`src/rtl/fetch_queue_unit.sv`:
```
// Fetch front end: PC generation, imem request issue, and an in-order fetch queue
// to decode. Redirects squash both queued entries and responses still in flight.
module fetch_queue_unit #(
    parameter int WIDTH = 32,
    parameter int DEPTH = 4,
    parameter int MAX_INFLIGHT = 2,
    parameter logic [WIDTH-1:0] RESET_PC = '0
) (
    input  logic                     clk,
    input  logic                     globalReset,
    input  logic                     misdirect,
    input  logic [WIDTH-1:0]         misdirectTarget,
    input  logic                     isJAL,
    input  logic [WIDTH-1:0]         jalTarget,
    input  logic                     predHit,
    input  logic [WIDTH-1:0]         predTarget,
    output logic                     imemReqValid,
    output logic [WIDTH-1:0]         imemAddr,
    input  logic                     imemReqReady,
    input  logic                     imemRespValid,
    input  logic [WIDTH-1:0]         imemRespData,
    output logic                     decValid,
    output logic [WIDTH-1:0]         decInstr,
    output logic [WIDTH-1:0]         decPC,
    output logic [WIDTH-1:0]         decPredPC,
    output logic                     decRedirect,
    input  logic                     decReady,
    output logic [$clog2(DEPTH):0]   occupancy
);

    localparam int QPW = $clog2(DEPTH);
    localparam int OCW = QPW + 1;
    localparam int IPW = (MAX_INFLIGHT > 1) ? $clog2(MAX_INFLIGHT) : 1;
    localparam int ICW = $clog2(MAX_INFLIGHT) + 1;
    localparam logic [IPW-1:0] IF_LAST = IPW'(MAX_INFLIGHT - 1);

    logic [WIDTH-1:0] pc, pc_next, seq_target;

    // In-flight FIFO: one entry per accepted request, retired by its response.
    logic [WIDTH-1:0] if_pc    [MAX_INFLIGHT];
    logic [WIDTH-1:0] if_npc   [MAX_INFLIGHT];
    logic             if_redir [MAX_INFLIGHT];
    logic [IPW-1:0]   if_wr, if_rd;
    logic [ICW-1:0]   if_cnt, drop_cnt, outstanding, flush_drop;

    logic [WIDTH-1:0] q_instr [DEPTH];
    logic [WIDTH-1:0] q_pc    [DEPTH];
    logic [WIDTH-1:0] q_npc   [DEPTH];
    logic             q_redir [DEPTH];
    logic [QPW-1:0]   q_head, q_tail;

    logic flush, accepted, resp_take, pop;

    function automatic logic [IPW-1:0] if_inc(input logic [IPW-1:0] p);
        return (p == IF_LAST) ? '0 : p + 1'b1;
    endfunction

    // Handshakes: a transfer happens on a cycle where valid and ready are both high;
    // valid never depends on ready. Responses carry no ready and arrive in request order.
    always_comb begin
        flush       = misdirect | isJAL;
        outstanding = if_cnt + drop_cnt;
        flush_drop  = outstanding - ICW'(imemRespValid && (outstanding != '0));
        imemReqValid = !globalReset && !flush
                       && (int'(outstanding) < MAX_INFLIGHT)
                       && ((int'(occupancy) + int'(if_cnt)) < DEPTH);
        accepted   = imemReqValid & imemReqReady;
        seq_target = predHit ? predTarget : pc + WIDTH'(4);
        resp_take  = imemRespValid && !flush && (drop_cnt == '0) && (if_cnt != '0);
        pop        = decValid && decReady && !flush;

        if (misdirect)     pc_next = misdirectTarget;
        else if (isJAL)    pc_next = jalTarget;
        else if (accepted) pc_next = seq_target;
        else               pc_next = pc;
    end

    assign imemAddr    = pc;
    assign decValid    = (occupancy != '0);
    assign decInstr    = q_instr[q_head];
    assign decPC       = q_pc[q_head];
    assign decPredPC   = q_npc[q_head];
    assign decRedirect = q_redir[q_head];

    always_ff @(posedge clk) begin
        if (globalReset) begin
            pc        <= RESET_PC;
            if_wr     <= '0;
            if_rd     <= '0;
            if_cnt    <= '0;
            drop_cnt  <= '0;
            q_head    <= '0;
            q_tail    <= '0;
            occupancy <= '0;
            for (int i = 0; i < DEPTH; i++) begin
                q_instr[i] <= '0;
                q_pc[i]    <= '0;
                q_npc[i]   <= '0;
                q_redir[i] <= 1'b0;
            end
            for (int i = 0; i < MAX_INFLIGHT; i++) begin
                if_pc[i]    <= '0;
                if_npc[i]   <= '0;
                if_redir[i] <= 1'b0;
            end
        end else begin
            pc <= pc_next;
            if (flush) begin
                // Everything still outstanding becomes a drop; a response landing now is discarded.
                if_wr     <= '0;
                if_rd     <= '0;
                if_cnt    <= '0;
                drop_cnt  <= flush_drop;
                q_head    <= '0;
                q_tail    <= '0;
                occupancy <= '0;
            end else begin
                if (accepted) begin
                    if_pc[if_wr]    <= pc;
                    if_npc[if_wr]   <= seq_target;
                    if_redir[if_wr] <= predHit;
                    if_wr           <= if_inc(if_wr);
                end
                if (resp_take) begin
                    q_instr[q_tail] <= imemRespData;
                    q_pc[q_tail]    <= if_pc[if_rd];
                    q_npc[q_tail]   <= if_npc[if_rd];
                    q_redir[q_tail] <= if_redir[if_rd];
                    q_tail          <= q_tail + 1'b1;
                    if_rd           <= if_inc(if_rd);
                end
                if (pop) q_head <= q_head + 1'b1;
                if (imemRespValid && (drop_cnt != '0)) drop_cnt <= drop_cnt - 1'b1;
                if_cnt    <= if_cnt + ICW'(accepted) - ICW'(resp_take);
                occupancy <= occupancy + OCW'(resp_take) - OCW'(pop);
            end
        end
    end

endmodule

```
`config.mk`:
```
export PLATFORM = sky130hd
export DESIGN_NAME = fetch_queue_unit
export DESIGN_NICKNAME = d
export VERILOG_FILES = /design/src/rtl/fetch_queue_unit.sv
export SDC_FILE = /design/constraint.sdc
export NUM_CORES = 1
export LEC_CHECK = 0
export CAP_MARGIN = 20
export CORE_ASPECT_RATIO = 1.1
export CORE_UTILIZATION = 35
export DETAILED_ROUTE_END_ITERATION = 8
export PLACE_DENSITY = 0.64
export SETUP_SLACK_MARGIN = 0.3
export SYNTH_ARGS = -nofsm -noshare
export SYNTH_HDL_FRONTEND = slang
export SYNTH_SLANG_ARGS = --single-unit
```
`constraint.sdc`:
```
create_clock -name clk -period 21.5 [get_ports clk]
set_input_delay 2.15 -clock clk [delete_from_list [all_inputs] [get_ports clk]]
set_output_delay 2.15 -clock clk [all_outputs]
set_load 0.01 [all_outputs]
```
==> impl_metrics.ini <==
[outcome]
outcome = finished clean

[logic_synthesis]
yosys_warnings = 0
ys_seq_area_share_pct = 65.9
synthCells = 1804
syn_nets = 1950
synth_cell_types = 71
synth-main-ff-cell = edfxtp_1
syn_avg_cell_area_um2 = 13.9
synthTopCellsByArea = edfxtp_1, mux4_2, nor2_1
synth_edf_count = 518
synth_top_area_share_pct = 62.1
synth_area_leader_cell = edfxtp_1
synth_area_um2 = 25000
synthArstFlopShare_pct = 0
ys_ff_latch = 566

[timing]
hold_slack_ns = 0.522
finalSetupViolations = 0
fmax_mhz = 152
min_period_ns = 6.57
worst_pin_slew_ns = 1.14
rsz0062_at_grt = false
finalClockSkew_ns = 0.0584
tns_ns = 0
slew_headroom_pct = 23.8
drv_slew = 0
hold_viol = 0
fin_crit_sh_pct = 30.6

[clocking]
cts_sinks = 566
clk_path_buf_depth = 3
hold_buffers = 0
cts_setup_buffers = 0
htree_levels = 2
cts_buffers = 58
clock_latency_ns = 0.64
cts_tree = yes
postCtsResizedCells = 0
clk_pin_slew_ns = 0.06
root_buffer = clkbuf_16

[power]
p_total_mw = 2.43
vdd_drop_max_mv = 0.0697
power_leakage_nw = 10.9
clkPwrFrac_pct = 40.8
p_int_mw = 1.87
power_frac_comb_pct = 7.1
p_sw_uw = 561
p_per_area_nw_per_um2 = 79.6
p_sw_share_pct = 23.1
seqPwrFrac_pct = 52.1

[critical_path]
critPathCaptureType = output pin
cp-start-kind = input port
critical_path_arrival_ns = 4.42
criticalPathCategory = in -> out
crit_fanout = 30
worstPathRequired_ns = 19.35

[detailed_routing]
met3_length_um = 6130
drc = 0
finalWirelength_um = 72700
vias = 16300
routed-wl-met2_um = 35300
firstDrtPassIters = 5
m1WireLength_um = 29600
routedWlPerCell_um = 24.1
top_layer_used = met5
antenna_left = 0
via_per_inst = 5.39
first_iter_violations = 1527

[place]
dp.cells = 2904
dp_hpwl_um = 47400
io_buffers = 269
gp_congestion = 0.891

[floorplan]
initial_core_util_pct = 35.5
chipWidth_um = 257
rows = 102
die_area_um2 = 72600
fp.dieH_um = 283
coreArea_um2 = 70600
ios = 270

[finish]
syn_to_final_growth_pct = 21.9
stdcell_count = 3018
mostFrequentLayoutCell = edfxtp_1
final_util_pct = 43.3
finalNetCount = 2176
final_cell_mix = edfxtp_1, nor2_1, clkdlybuf4s50_1, and3_1, mux4_2
drive_gt1_share_pct = 11.9

[global_route]
grt_pass1_vias = 16400
grt_max_degree = 69
grt_usage_pct = 19.8
overflow = 0
antenna_found_initial = 4
grt_pass1_wl_um = 107000

[flow_run]
maxCapViolations = 0

[hold_path]
hold_path_class = reg -> reg
==> layer usage <==
| metal | GRT usage [%] | vias up |
|---|---|---|
| met4 | 5.10 | 4 |
| met1 | 26.7 | 8218 |
| li1 | - | 7194 |
| met3 | 3.66 | 94 |
| met5 | 0 | - |
| met2 | 33.0 | 745 |
==> worst max-delay path: stages <==
cell	delay, ns
clkdlybuf4s50_1	0.40
buf_4	0.26
inv_2	0.34
nand2_1	0.34
nor2_1	0.33
clkdlybuf4s50_1	0.60
==> final timing paths <==
check	from	end	slack (ns)	depth (start not counted)
worst max-delay path	globalReset	imemReqValid	14.93	6
worst min register to register	if_rd	if_rd	0.52	2
worst max register to register	occupancy[1]	if_npc[0][25]	17.02	8
worst min-delay path	if_rd	if_rd	0.52	2
==> flip-flops by register name, indices dropped and copies added (netlist names), named ones only <==
| register | count |
|---|---|
| q_head | 2 |
| occupancy | 3 |
| q_redir | 4 |
| q_pc | 128 |
| q_instr | 128 |
| imemAddr | 32 |
| if_pc | 64 |
| if_rd | 1 |
| q_npc | 128 |
| if_redir | 2 |
| if_npc | 64 |
| q_tail | 2 |
| if_wr | 1 |
| drop_cnt | 2 |
| if_cnt | 2 |
==> per-stage QoR <==
step,setup slack [ns],cell area [µm²]
detailed placement,14.23,28600
global route,14.76,30500
floorplan,10.99,25000
global placement,14.37,28600
CTS,14.88,30500
finish,14.93,30500
==> cell type report <==
type	count	area (µm²)
tap	936	1170
timing repair buffer	304	3000
antenna	4	10.0
clock inverter	41	377
sequential	566	16500
multi-input combinational	1080	7890
inverter	20	75.1
fill	6336	40000
clock buffer	67	1490
==> power groups by stage <==
| stage | clock (mW) | combinational, mW | sequential (mW) |
|---|---|---|---|
| floorplan | 0 | 0.0804 | 1.28 |
| global placement | 0 | 0.171 | 1.29 |
| detailed placement | 0 | 0.173 | 1.29 |
| CTS | 1.01 | 0.174 | 1.27 |
| global route | 1.05 | 0.184 | 1.27 |
| finish | 0.990 | 0.173 | 1.27 |
==> synth_stat cells, drive strengths merged, types with 3 or more instances <==
cell type,count
o41ai,3
nand4,13
nand2,48
mux4,97
o22ai,6
or3,3
a211oi,15
nor4,4
a22oi,5
edfxtp,518
inv,19
nor2,387
a21oi,41
o211ai,10
xor2,14
mux2i,77
clkbuf,105
nand2b,8
ha,9
and4,7
a311oi,3
o21ai,28
a221oi,5
nand3,19
and2,60
dfxtp,48
o221ai,3
o31ai,7
a21boi,4
and3,132
o21a,3
buf,31
nor3,23
xnor2,19
==> kinds of logic (layout without fill, tap and decap cells) <==
family / Yosys count / in the layout / synth area share (%)
compound gates: 153 / 153 / 4.07
mux: 174 / 174 / 11.8
flops: 566 / 566 / 65.9
other cells: 0 / 4 / 0
buf+inv: 158 / 432 / 2.83
fa+ha+maj: 10 / 10 / 0.530
xor+xnor: 34 / 34 / 1.24
simple gates: 709 / 709 / 13.6
No activity file was read; power rests on OpenSTA's default activity.
